`src/rtl/inst_encoder_if.sv`:
```
// inst_encoder_if: valid/ready stream of decoded RV32I instruction fields
// master drives the request fields and in_valid; slave returns in_ready.
interface inst_encoder_if;
    logic        in_valid;
    logic        in_ready;
    logic [2:0]  in_fmt;
    logic [6:0]  in_opcode;
    logic [4:0]  in_rd;
    logic [4:0]  in_rs1;
    logic [4:0]  in_rs2;
    logic [2:0]  in_funct3;
    logic [6:0]  in_funct7;
    logic [31:0] in_imm;
    logic        in_last;
    modport master (
        output in_valid, in_fmt, in_opcode, in_rd, in_rs1, in_rs2,
        output in_funct3, in_funct7, in_imm, in_last,
        input  in_ready
    );
    modport slave (
        input  in_valid, in_fmt, in_opcode, in_rd, in_rs1, in_rs2,
        input  in_funct3, in_funct7, in_imm, in_last,
        output in_ready
    );
endinterface

```
`src/rtl/inst_encoder.sv`:
```
// inst_encoder: packs decoded RV32I fields into words and writes them to consecutive instruction-memory addresses
// Ports: clk, rst (async, active-high); start/base_addr begin a load at a byte address;
// req (inst_encoder_if.slave) carries the field stream; im_we/im_addr/im_wdata form the
// memory write port; busy, done (1-cycle pulse), count (words written) and err (sticky) report status.
// Optional macro INST_ENC_LEGAL_CHECK_EN: illegal opcode/format pairs are written as NOP_WORD and set err.
module inst_encoder #(
    parameter int          CNT_W    = 16,
    parameter logic [31:0] NOP_WORD = 32'h00000013
) (
    input  logic             clk,
    input  logic             rst,
    input  logic             start,
    input  logic [31:0]      base_addr,
    inst_encoder_if.slave    req,
    output logic             im_we,
    output logic [31:0]      im_addr,
    output logic [31:0]      im_wdata,
    output logic             busy,
    output logic             done,
    output logic [CNT_W-1:0] count,
    output logic             err
);
    typedef enum logic [1:0] {IDLE, ENC, WR, DONE} state_t;
    state_t             r_state, w_next;
    logic [31:0]        r_addr, r_im_addr, r_im_wdata, w_raw, w_word;
    logic [CNT_W-1:0]   r_count;
    logic               r_last, w_acc, w_bad, w_start;
    assign w_acc   = r_state == ENC && req.in_valid;
    assign w_start = r_state == IDLE && start;
    always_comb begin
        w_next = r_state == IDLE ? (start ? ENC : IDLE) :
                 r_state == ENC  ? (req.in_valid ? WR : ENC) :
                 r_state == WR   ? (r_last ? DONE : ENC) : IDLE;
        req.in_ready = r_state == ENC;
        im_we        = r_state == WR;
        busy         = r_state != IDLE;
        done         = r_state == DONE;
    end
    always_comb begin
        w_raw = 32'h0;
        case (req.in_fmt)
            3'd0: w_raw = {req.in_funct7, req.in_rs2, req.in_rs1, req.in_funct3, req.in_rd, req.in_opcode};
            3'd1: w_raw = {req.in_imm[11:0], req.in_rs1, req.in_funct3, req.in_rd, req.in_opcode};
            3'd2: w_raw = {req.in_imm[11:5], req.in_rs2, req.in_rs1, req.in_funct3, req.in_imm[4:0], req.in_opcode};
            3'd3: w_raw = {req.in_imm[12], req.in_imm[10:5], req.in_rs2, req.in_rs1, req.in_funct3,
                           req.in_imm[4:1], req.in_imm[11], req.in_opcode};
            3'd4: w_raw = {req.in_imm[31:12], req.in_rd, req.in_opcode};
            3'd5: w_raw = {req.in_imm[20], req.in_imm[10:1], req.in_imm[11], req.in_imm[19:12],
                           req.in_rd, req.in_opcode};
            default: w_raw = 32'h0;
        endcase
        w_word = w_bad ? NOP_WORD : w_raw;
    end
`ifdef INST_ENC_LEGAL_CHECK_EN
    logic r_err;
    assign w_bad = !((req.in_fmt == 3'd0 && req.in_opcode == 7'b0110011) ||
                     (req.in_fmt == 3'd1 && (req.in_opcode == 7'b0000011 ||
                                             req.in_opcode == 7'b0010011 ||
                                             req.in_opcode == 7'b1100111)) ||
                     (req.in_fmt == 3'd2 && req.in_opcode == 7'b0100011) ||
                     (req.in_fmt == 3'd3 && req.in_opcode == 7'b1100011) ||
                     (req.in_fmt == 3'd4 && (req.in_opcode == 7'b0010111 ||
                                             req.in_opcode == 7'b0110111)) ||
                     (req.in_fmt == 3'd5 && req.in_opcode == 7'b1101111));
    always_ff @(posedge clk or posedge rst)
        if (rst)
            r_err <= 1'b0;
        else if (w_start)
            r_err <= 1'b0;
        else if (w_acc && w_bad)
            r_err <= 1'b1;
    assign err = r_err;
`else
    assign w_bad = 1'b0;
    assign err   = 1'b0;
`endif
    always_ff @(posedge clk or posedge rst)
        if (rst)
            r_state <= IDLE;
        else
            r_state <= w_next;
    // Output address/data registers are loaded on accept so they hold between writes.
    always_ff @(posedge clk or posedge rst)
        if (rst) begin
            r_addr     <= '0;
            r_count    <= '0;
            r_last     <= 1'b0;
            r_im_addr  <= '0;
            r_im_wdata <= '0;
        end else begin
            if (w_start) begin
                r_addr  <= base_addr;
                r_count <= '0;
            end
            if (w_acc) begin
                r_im_addr  <= r_addr;
                r_im_wdata <= w_word;
                r_last     <= req.in_last;
            end
            if (r_state == WR) begin
                r_addr  <= r_addr + 32'd4;
                r_count <= r_count + CNT_W'(r_count != '1);
            end
        end
    assign im_addr  = r_im_addr;
    assign im_wdata = r_im_wdata;
    assign count    = r_count;
endmodule
```
`src/flat_wrapper.sv`:
```
// flat-port wrapper written by rule: the top's interface ports become plain ports
module inst_encoder_flat 
#(
    parameter int          CNT_W    = 16,
    parameter logic [31:0] NOP_WORD = 32'h00000013
)
  (clk, rst, start, base_addr, im_we, im_addr, im_wdata, busy, done, count, err, req_in_valid, req_in_fmt, req_in_opcode, req_in_rd, req_in_rs1, req_in_rs2, req_in_funct3, req_in_funct7, req_in_imm, req_in_last, req_in_ready);
  inst_encoder_if req_i ();
  input  logic clk;
  input  logic rst;
  input  logic start;
  input  logic [31:0] base_addr;
  output logic im_we;
  output logic [31:0] im_addr;
  output logic [31:0] im_wdata;
  output logic busy;
  output logic done;
  output logic [CNT_W-1:0] count;
  output logic err;
  input wire logic [$bits(req_i.in_valid)-1:0] req_in_valid;
  input wire logic [$bits(req_i.in_fmt)-1:0] req_in_fmt;
  input wire logic [$bits(req_i.in_opcode)-1:0] req_in_opcode;
  input wire logic [$bits(req_i.in_rd)-1:0] req_in_rd;
  input wire logic [$bits(req_i.in_rs1)-1:0] req_in_rs1;
  input wire logic [$bits(req_i.in_rs2)-1:0] req_in_rs2;
  input wire logic [$bits(req_i.in_funct3)-1:0] req_in_funct3;
  input wire logic [$bits(req_i.in_funct7)-1:0] req_in_funct7;
  input wire logic [$bits(req_i.in_imm)-1:0] req_in_imm;
  input wire logic [$bits(req_i.in_last)-1:0] req_in_last;
  output wire logic [$bits(req_i.in_ready)-1:0] req_in_ready;
  assign req_i.in_valid = req_in_valid;
  assign req_i.in_fmt = req_in_fmt;
  assign req_i.in_opcode = req_in_opcode;
  assign req_i.in_rd = req_in_rd;
  assign req_i.in_rs1 = req_in_rs1;
  assign req_i.in_rs2 = req_in_rs2;
  assign req_i.in_funct3 = req_in_funct3;
  assign req_i.in_funct7 = req_in_funct7;
  assign req_i.in_imm = req_in_imm;
  assign req_i.in_last = req_in_last;
  assign req_in_ready = req_i.in_ready;
  inst_encoder #(.CNT_W(CNT_W), .NOP_WORD(NOP_WORD)) u_core (.clk(clk), .rst(rst), .start(start), .base_addr(base_addr), .req(req_i), .im_we(im_we), .im_addr(im_addr), .im_wdata(im_wdata), .busy(busy), .done(done), .count(count), .err(err));
endmodule
```
`config.mk`:
```
export PLATFORM = sky130hd
export DESIGN_NAME = inst_encoder_flat
export DESIGN_NICKNAME = d
export VERILOG_FILES = /design/src/rtl/inst_encoder_if.sv /design/src/rtl/inst_encoder.sv /design/src/flat_wrapper.sv
export SDC_FILE = /design/constraint.sdc
export NUM_CORES = 1
export LEC_CHECK = 0
export ABC_AREA = 0
export BUFFER_PORTS_ARGS = -buffer_cell sky130_fd_sc_hd__buf_2
export CAP_MARGIN = 20
export CORE_ASPECT_RATIO = 0.8
export CORE_MARGIN = 1
export CORE_UTILIZATION = 45
export CTS_CLUSTER_SIZE = 8
export DETAILED_ROUTE_END_ITERATION = 8
export PLACE_DENSITY = 0.72
export SLEW_MARGIN = 30
export SYNTH_ARGS = -nofsm -noshare
export SYNTH_HDL_FRONTEND = slang
export SYNTH_SLANG_ARGS = --single-unit
```
`constraint.sdc`:
```
create_clock -name clk -period 7.7 [get_ports clk]
set_input_delay 1.54 -clock clk [delete_from_list [all_inputs] [get_ports clk]]
set_output_delay 1.54 -clock clk [all_outputs]
set_load 0.1 [all_outputs]
```
* After elaboration in Yosys (flattened, before gate mapping)
Cells that the tools add are included.
** Storage, ports and cells
- Flip-flop bits (word level) :: 115
- Bits in latches :: 0
- RAM bits :: 0
- ROM bits :: 0
- Input bits :: 104
- Memories kept :: 0
- Logic and storage cells :: 34
** Cells by class
- Multiplexer cells :: 11
- Shift-type cells :: 0
- Divide/modulo/power cells :: 0
- $lt $le $gt $ge :: 0
- Add/sub/neg operators :: 2
- Eq/ne operators :: 9
- Bitwise logic cells :: 0
- Reduce and logical (&&, ||, !) cells :: 6
- Multipliers :: 0
** Operators with widths (number)
- $pmux W32 S6 :: 1
- $mux W32 :: 2
- $add A32 B3 Y32 const B :: 1
- $mux W16 :: 2
- $add A16 B1 Y16 :: 1
- $ne A16 B16 Y1 const B :: 1
- $mux W2 :: 5
- $eq A3 B2 Y1 const B :: 2
- $eq A3 B3 Y1 const B :: 2
- $eq A2 B2 Y1 const B :: 2
- $reduce_bool A2 Y1 :: 2
- $eq A3 B1 Y1 const B :: 1
- $logic_not A3 Y1 :: 1
- $eq A2 B1 Y1 const B :: 1
- $logic_and A1 B1 Y1 :: 2
- $logic_not A2 Y1 :: 1
- $mux W1 :: 1

* Depth between registers and ports, before layout
Gate-level depths: netlist of run 1.
- Word-level depth :: 4
- Depth in mapped cells :: 9

* Least setup slack after synthesis of run 1
OpenSTA, ideal clock, no wires.
- Path type :: register to output
- Start point :: reg u_core.r_state[0]
- End point :: out im_we
- Data required time :: 6160 ps
- Buffers on the path :: 1
- Arrival :: 1710 ps
- Stages on the path, launching flop included :: 4
- Slack :: 4450 ps
- Path through :: dfrtp_1 nand2b_1 inv_2 clkbuf_1
** On the way
- Longest elaborated chain between the ends :: 1
** RTL lines
- start, declared :: line inst_encoder.sv:24 : state_t r_state, w_next;
- start signal, assigned :: line inst_encoder.sv:81 : r_state <= w_next;
- $eq A2 B2 Y1 :: line inst_encoder.sv:35 : im_we = r_state == WR;
- end, declared :: line flat_wrapper.sv:13 : output logic im_we;
Every way passes these cells.

* Worst setup path after layout of run 1
Ends and elaborated chain as after synthesis.

==> impl_metrics.json, run 1 <==
{
  "slowest_stage": "buf_2",
  "dp_hpwl_mm": 10.9,
  "period_share_pct": 45.8,
  "syn_nets": 675,
  "r2r_slack_ns": 5.19,
  "ioPinCount": 189,
  "routed_wl_mm": 15.5,
  "clock_sink_count": 115,
  "drv_cap": 0,
  "dieArea_um2": 13100,
  "hold_ws_ns": 0.472,
  "tightestPinTransition_ns": 0.966,
  "gp_congestion": 0.879,
  "path_cells": "nand2b_1, buf_4, inv_2, buf_2",
  "post_cts_resize_count": 0,
  "cp.required_ns": 6.16,
  "fin_skew_ns": 0.00420,
  "post_cts_buffers": 0,
  "coreArea_um2": 12300,
  "htreeDepth": 4,
  "first_iter_violations": 198,
  "cts-root-buf": "clkbuf_16",
  "outcome": "completed",
  "syn_area_um2": 5710,
  "port_buffers": 187,
  "cts_tree": "done",
  "final_nets": 853,
  "numCtsBuffers": 17,
  "syn_avg_cell_area_um2": 10.0,
  "path_max_fanout": 32,
  "fp.dieH_um": 103,
  "drive_above_1_share_pct": 36.1,
  "grt_pass1_wl_mm": 24.8,
  "die_w_um": 128,
  "antenna_found_initial": 1,
  "pre_cts_slack_ns": 4.34,
  "vias": 5148,
  "endpoint_kind": "output pin",
  "slew_viol_final": 0,
  "rsz0062_at_grt": "no",
  "ys.flop_type": "dfrtp_1",
  "setup_tns_ns": 0,
  "synth_cell_types": 56,
  "routedWlPerCell_um": 16.6,
  "fin_util_pct": 60.5,
  "synthArstFlopShare_pct": 100,
  "cts_buffer_depth": 2,
  "arrival_ns": 1.99,
  "worstSkewPairLatency_ns": 0.41,
  "initial_core_util_pct": 46.6,
  "slowest_delay_ns": 0.49,
  "grt.overflow.total": 0,
  "cp-start-kind": "register",
  "ys_ff_latch": 115,
  "ant_nets": 0,
  "setup_slack_ns": 4.17,
  "firstDrtPassIters": 5,
  "vias_per_cell": 5.53,
  "area_delta_synth_final_pct": 30.0,
  "grt_pass1_vias": 4815,
  "yosysWarnings": 0,
  "period_needed_ns": 3.53,
  "synth-edff-count": 0,
  "path_clk_slew_ns": 0.06,
  "max-slew-margin-rel_pct": 35.6,
  "cts_hold_buf": 0,
  "hold_viol": 0,
  "criticalPathCategory": "reg2out",
  "synth_cells": 568,
  "core.rowCount": 36,
  "setup-violations-final": 0,
  "timing.fmax_ghz": 0.284,
  "synth_seq_area_share_pct": 50.4,
  "grt_max_degree": 92,
  "min_path_type": "reg2reg",
  "globalRouteTotalUtil_pct": 24.5,
  "drcViolationCount": 0
}
cell usage after synthesis, types with 3 or more instances:
master,number,area (um2)
dfrtp_1,115,2880
nand2_1,78,293
o21ai_0,43,215
a21oi_1,32,160
mux2_2,32,360
nand3_1,26,130
inv_1,22,82.6
nor2_1,22,82.6
clkbuf_1,21,78.8
mux2i_1,15,150
nor2b_1,15,93.8
nand4_1,14,87.6
a221oi_1,11,96.3
a22o_1,11,96.3
buf_2,9,45.0
o211ai_1,9,67.6
a22oi_1,8,60.1
nor3_1,8,40.0
a221o_1,6,60.1
o311ai_1,6,52.6
a31oi_1,5,31.3
and2_1,5,31.3
and3_1,5,31.3
ha_1,3,37.5
o311ai_0,3,26.3
xor2_1,3,26.3
metal layers:
layer	wire length, um	global-route usage [%]	vias up
li1	-	-	2443
met1	7360	34.9	2503
met2	6940	36.5	172
met3	812	4.77	30
met4	379	11.2	0
met5	0	0	-
critical path: cells and delay by family, from the launching register on:
family / cells / cell delay [ns]
buffers and inverters: 3 / 1.02
DFF: 1 / 0.40
and+or+nand+nor: 1 / 0.15
through the flow:
step                      std cells  area [um2]
after floorplan                 568        5710
after global placement          898        6760
after detailed placement        898        6760
after CTS                       930        7410
after global routing            931        7420
final                           931        7420
logic make-up (layout without fill, tap and decap cells):
kind of cell,after synthesis,in the layout,share of synthesized area [%]
and+or+nand+nor,193,193,17.8
AOI/OAI and AO/OA,149,149,17.5
DFF,115,115,50.4
buffers and inverters,55,246,3.88
muxes,47,47,8.95
xor gates and xnor gates,5,5,0.768
adders and majority gates,3,3,0.658
other,1,2,0.0657
path summary, 6_finish.rpt:
| kind | startpoint | end | cells after the start |
|---|---|---|---|
| setup / recovery | u_core.r_state[0] | im_we | 4 |
| hold / removal | u_core.r_addr[0] | u_core.r_addr[0] | 2 |
| setup reg to reg | u_core.count[4] | u_core.count[10] | 9 |
| hold reg to reg | u_core.r_addr[0] | u_core.r_addr[0] | 2 |
| max in group asynchronous | rst | u_core.r_addr[7] | 3 |
| min in group asynchronous | rst | u_core.im_wdata[27] | 2 |
sequential cells by signal, indices dropped and copies added (netlist names):
signal and flops:
u_core.r_last 1, u_core.im_wdata 32, u_core.im_addr 32, u_core.count 16, u_core.r_state 2, u_core.r_addr 32
cells in the final DEF, fill, tap and decap left out, types with 17 or more instances in the layout:
master / count
a21oi_1: 32
buf_2: 187
clkbuf_16: 17
dfrtp_1: 115
inv_1: 21
mux2_2: 32
nand2_1: 76
nand3_1: 26
nor2_1: 21
o21ai_0: 43
final cells by class:
class	count	area, um2
multi-input combinational	398	2620
tap	171	214
antenna	1	2.50
clock inverter	14	210
inverter	23	88.8
sequential	115	2880
clock buffer	18	439
timing repair buffer	191	966
fill	1068	4830
Power of run 1 is left out: the tool's default activity adds up to more than one toggle a clock period on the data nets, which glitch-free logic cannot reach.
==> inputs of run 2 (changes only) <==
PLACE_DENSITY = 0.75   (was 0.72)
clock period = 3.2 ns   (was 7.7 ns; I/O delays follow)
==> run 2 against run 1 <==
  * Cell area fell by 1.0%
  * Register-to-register slack got worse by 4.5 ns
  * Global-route usage fell by 0.20 points
  * Hold slack got worse by 0.11 ns
  * Clock-buffer cell count rose by 9
  * Setup slack got worse by 3.5 ns
  * Routed wire length rose by 0.45%
  * Critical path depth rose by 5
  * Core utilization fell by 0.61 points
  * Critical endpoint is now u_core.count[10]
==> impl_metrics.json, run 2 (synthesized netlist as in run 1, its figures left out) <==
{
  "period_share_pct": 78.9,
  "numCtsBuffers": 17,
  "period_needed_ns": 2.52,
  "first_iter_violations": 319,
  "area_delta_synth_final_pct": 28.7,
  "cts_hold_buf": 0,
  "ioPinCount": 189,
  "dp_hpwl_mm": 11.1,
  "path_clk_slew_ns": 0.05,
  "mostFrequentLayoutCells": "buf_2 (187), dfrtp_1 (115), nand2_1 (77)",
  "timing.rr.end": "u_core.count[10]",
  "fin_skew_ns": 0.00617,
  "criticalPathCategory": "reg2reg",
  "port_buffers": 187,
  "critical-path-top-delay-family": "simple AND/OR/NAND/NOR gates",
  "rr_startpoint": "u_core.count[4]",
  "min_path_type": "in2async",
  "post_cts_buffers": 0,
  "globalRouteTotalUtil_pct": 24.3,
  "dieArea_um2": 13100,
  "cts_buffer_depth": 2,
  "post_cts_resize_count": 0,
  "final_nets": 858,
  "layout_commonest_cell": "buf_2",
  "cp.buffers_inverters": 0,
  "slowest_delay_ns": 0.59,
  "setup_tns_ns": 0,
  "core.rowCount": 36,
  "place_area_um2": 6810,
  "cp-start-kind": "register",
  "rr_worst_depth": 9,
  "firstDrtPassIters": 5,
  "slowest_stage": "or4_1",
  "grt_pass1_vias": 4909,
  "grt_pass1_wl_mm": 24.6,
  "path_max_fanout": 6,
  "vias": 5160,
  "gp_congestion": 0.849,
  "routed_wl_mm": 15.6,
  "cp.required_ns": 3.52,
  "die_w_um": 128,
  "timing.fmax_ghz": 0.396,
  "slew_viol_final": 0,
  "endpoint_kind": "register",
  "ant_nets": 0,
  "drive_above_1_share_pct": 35.5,
  "cts-root-buf": "clkbuf_16",
  "path_cells": "and4_1, nand4_1, or4_1, ha_1, nand4b_1, nor2_1, and2_1, nand3_1, mux2i_1",
  "worstSkewPairLatency_ns": 0.41,
  "routedWlPerCell_um": 16.6,
  "drv_cap": 0,
  "setup_slack_ns": 0.676,
  "r2r_slack_ns": 0.68,
  "drcViolationCount": 0,
  "rsz0062_at_grt": "no",
  "antenna_found_initial": 2,
  "cts_tree": "done",
  "grt_max_degree": 59,
  "grt.overflow.total": 0,
  "hold_viol": 0,
  "setup-violations-final": 0,
  "tightestPinTransition_ns": 0.942,
  "max-slew-margin-rel_pct": 37.2,
  "final_area_um2": 7340,
  "coreArea_um2": 12300,
  "initial_core_util_pct": 46.6,
  "vias_per_cell": 5.51,
  "htreeDepth": 4,
  "pre_cts_slack_ns": 0.679,
  "clock_sink_count": 115,
  "arrival_ns": 2.85,
  "outcome": "completed",
  "fp.dieH_um": 103
}
-- run 2: cell count changes in the layout (fill, tap and decap cells not counted), moves of 2 or more --
cell / previous run / this run
buf_4: 4 / 8
bufinv_16: 5 / 0
clkbuf_1: 0 / 6
clkbuf_8: 1 / 4
clkinv_4: 2 / 0
clkinvlp_4: 3 / 1
-- run 2: metal layers --
metal,global-route usage (%),share of wire (%),vias up
li1,-,-,2449
met1,32.8,46,2483
met2,38.5,46,197
met3,5.45,5.9,29
met4,9.41,2.0,2
met5,0,0.051,-
-- run 2: how the worst max path moves through the flow --
stage / startpoint / end / slack [ns] / cells after the start
2_1_floorplan: u_core.count[4] / u_core.count[10] / 0.18 / 9
3_3_place_gp: u_core.count[4] / u_core.count[10] / 0.85 / 9
3_5_place_dp: u_core.count[4] / u_core.count[10] / 0.68 / 9
4_1_cts: u_core.count[4] / u_core.count[10] / 0.66 / 9
5_1_grt: u_core.count[4] / u_core.count[10] / 0.45 / 9
6_report: u_core.count[4] / u_core.count[10] / 0.68 / 9
-- run 2: cell type report --
| type | count | area (um2) |
|---|---|---|
| Timing Repair Buffer | 196 | 1020 |
| Sequential cell | 115 | 2880 |
| Inverter | 23 | 90.1 |
| Clock buffer | 27 | 503 |
| Clock inverter | 5 | 25.0 |
| Tap cell | 171 | 214 |
| Antenna cell | 1 | 2.50 |
| Multi-Input combinational cell | 398 | 2620 |
| Fill cell | 1058 | 4910 |
-- run 2: worst register-to-register path, cell delays in order (launching register included) --
cell      delay (ns)
dfrtp_1         0.44
and4_1          0.22
nand4_1         0.20
or4_1           0.59
ha_1            0.21
nand4b_1        0.16
nor2_1          0.10
and2_1          0.20
nand3_1         0.12
mux2i_1         0.20
-- run 2: per-stage QoR --
stage / instances / hold slack (ns) / util [%]
2_1_floorplan: 568 / 0.441 / -
3_3_place_gp: 903 / 0.453 / 55.6
3_5_place_dp: 903 / 0.462 / 55.6
4_1_cts: 935 / 0.371 / 59.9
5_1_grt: 936 / 0.407 / 59.9
6_report: 936 / 0.361 / 59.9
Power of run 2 is left out for the same reason.
==> inputs of run 3 (changes only) <==
ABC_AREA = 1   (was 0)
PLACE_DENSITY = 0.74   (was 0.75)
clock period = 2.3 ns   (was 3.2 ns; I/O delays follow)
==> run 3 against run 2 <==
  * Setup slack got worse by 0.43 ns
  * Core utilization is 0.54 points higher
  * Sequential share of layout area decreased by 2.7 points
  * Routed wire length increased by 10%
==> impl_metrics.json, run 3 <==
{
  "synth_cells": 843,
  "vias_per_cell": 5.01,
  "port_buffers": 187,
  "ant_nets": 0,
  "grt_use_met2_pct": 37.9,
  "syn_nets": 950,
  "syn_avg_cell_area_um2": 7.30,
  "arrival_ns": 1.60,
  "synth_cell_types": 42,
  "max-slew-margin-rel_pct": 63.1,
  "path_max_fanout": 32,
  "htreeDepth": 4,
  "cts_tree": "done",
  "tightestPinTransition_ns": 0.552,
  "period_share_pct": 89.4,
  "synth_largest_area_cell": "dfrtp_1",
  "routed_wl_mm": 17.2,
  "yosysWarnings": 0,
  "cts_buffer_depth": 2,
  "setup_slack_ns": 0.244,
  "path_clk_slew_ns": 0.06,
  "setup_tns_ns": 0,
  "pre_cts_slack_ns": 0.371,
  "fp.dieH_um": 107,
  "power.density_nw_per_um2": 1750,
  "grt.busiest_layer": "met2",
  "fin_skew_ns": 0.00842,
  "globalRouteTotalUtil_pct": 25.6,
  "grt_max_degree": 47,
  "ys.flop_type": "dfrtp_1",
  "dieArea_um2": 14100,
  "slowest_stage": "dfrtp_1",
  "endpoint_kind": "output pin",
  "slew_viol_final": 0,
  "drcViolationCount": 0,
  "cts-root-buf": "clkbuf_16",
  "ioPinCount": 189,
  "routedWlPerCell_um": 14.1,
  "rsz0062_at_grt": "no",
  "criticalPathCategory": "reg2out",
  "use_met1_pct": 37.4,
  "drive_above_1_share_pct": 24.8,
  "core.rowCount": 37,
  "slowest_delay_ns": 0.42,
  "area_delta_synth_final_pct": 28.8,
  "synth_top_area_share_pct": 46.8,
  "synthArstFlopShare_pct": 100,
  "first_iter_violations": 376,
  "timing.rr.end": "u_core.count[13]",
  "final_area_um2": 7920,
  "ys_ff_latch": 115,
  "syn_area_um2": 6150,
  "clock_sink_count": 115,
  "path_cells": "nor2_4, buf_4, buf_12",
  "worstSkewPairLatency_ns": 0.41,
  "dp_hpwl_mm": 12.9,
  "timing.fmax_ghz": 0.486,
  "setup-violations-final": 0,
  "r2r_slack_ns": 0.37,
  "vias": 6097,
  "fin_cells": 1218,
  "synth.most_common_cell": "nand2_1",
  "synth_seq_area_share_pct": 46.8,
  "hold_ws_ns": 0.102,
  "final_nets": 1135,
  "outcome": "completed",
  "vdd_ir_drop_max_uv": 1290,
  "grt_pass1_wl_mm": 28.2,
  "min_path_type": "in2async",
  "ys_top_cells_by_count": "nand2_1 (330), dfrtp_1 (115), inv_1 (84)",
  "cp.required_ns": 1.84,
  "grt_pass1_vias": 5670,
  "cts_hold_buf": 0,
  "mostFrequentLayoutCells": "nand2_1 (330), buf_2 (186), dfrtp_1 (103)",
  "coreArea_um2": 13100,
  "numCtsBuffers": 17,
  "hold_viol": 0,
  "gp_congestion": 0.944,
  "antenna_found_initial": 3,
  "synth.area.top_cells": "dfrtp_1 (47%), nand2_1 (20%), nand3_1 (5.1%)",
  "synth-edff-count": 0,
  "layout_commonest_cell": "nand2_1",
  "grt.overflow.total": 0,
  "drv_cap": 0,
  "nFillCells": 1211,
  "dp.cells": 1184,
  "period_needed_ns": 2.06,
  "grt_use_met3_pct": 5.44,
  "die_w_um": 133,
  "cp-start-kind": "register",
  "firstDrtPassIters": 5,
  "post_cts_buffers": 0,
  "post_cts_resize_count": 0,
  "place_area_um2": 7280,
  "rr_worst_depth": 14,
  "p_leak_nw": 4.14,
  "initial_core_util_pct": 47.0,
  "rr_startpoint": "u_core.count[5]"
}
run 3: kinds of logic after synthesis:
family                     synth area share [%]
AOI/OAI and AO/OA                          11.3
DFF                                        46.8
other                                    0.0609
adders and majority gates                 0.610
xor gates and xnor gates                  0.712
and+or+nand+nor                            32.1
buffers and inverters                      8.40
run 3: critical path, delay by kind of cell (launching register included):
kind | cells | cell delay, ns
buffers and inverters | 2 | 0.62
DFF | 1 | 0.42
and+or+nand+nor | 1 | 0.13
run 3: through the flow:
stage	total power, W	util (%)
5_1_grt	0.0146	60.5
3_3_place_gp	0.0110	55.6
4_1_cts	0.0139	60.4
2_1_floorplan	0.00964	-
6_report	0.0139	60.5
3_5_place_dp	0.0111	55.6
run 3: how the worst max path moves through the flow:
stage | to | slack [ns] | startpoint
global placement | u_core.count[13] | 0.44 | u_core.count[5]
CTS | im_we | 0.24 | u_core.r_state[0]
detailed placement | u_core.count[13] | 0.37 | u_core.count[5]
finish | im_we | 0.24 | u_core.r_state[0]
floorplan | u_core.count[13] | 0.02 | u_core.count[0]
global route | u_core.count[5] | 0.12 | u_core.count[5]
run 3: final cells by class:
type	count	area [um2]	share of cell area [%]
Clock inverter	10	153	1.93
Timing Repair Buffer	195	1070	13.5
Clock buffer	22	484	6.11
Inverter	89	338	4.26
Multi-Input combinational cell	610	2760	34.8
Antenna cell	2	5.00	0.0632
Sequential cell	115	2890	36.5
Tap cell	175	219	2.76
run 3: per-layer routing:
metal,wire (um),part of all wire [%]
met1,8460,49
met2,7340,43
met3,1110,6.4
met4,255,1.5
met5,12,0.070
run 3: power breakdown:
group	internal (W)	total, W	switching (W)
Combinational	0.00132	0.00759	0.00628
Sequential	0.00289	0.00347	0.000585
Clock	0.00192	0.00282	0.000906
Total	0.00612	0.0139	0.00777
Power figures use the tool's default switching activity.
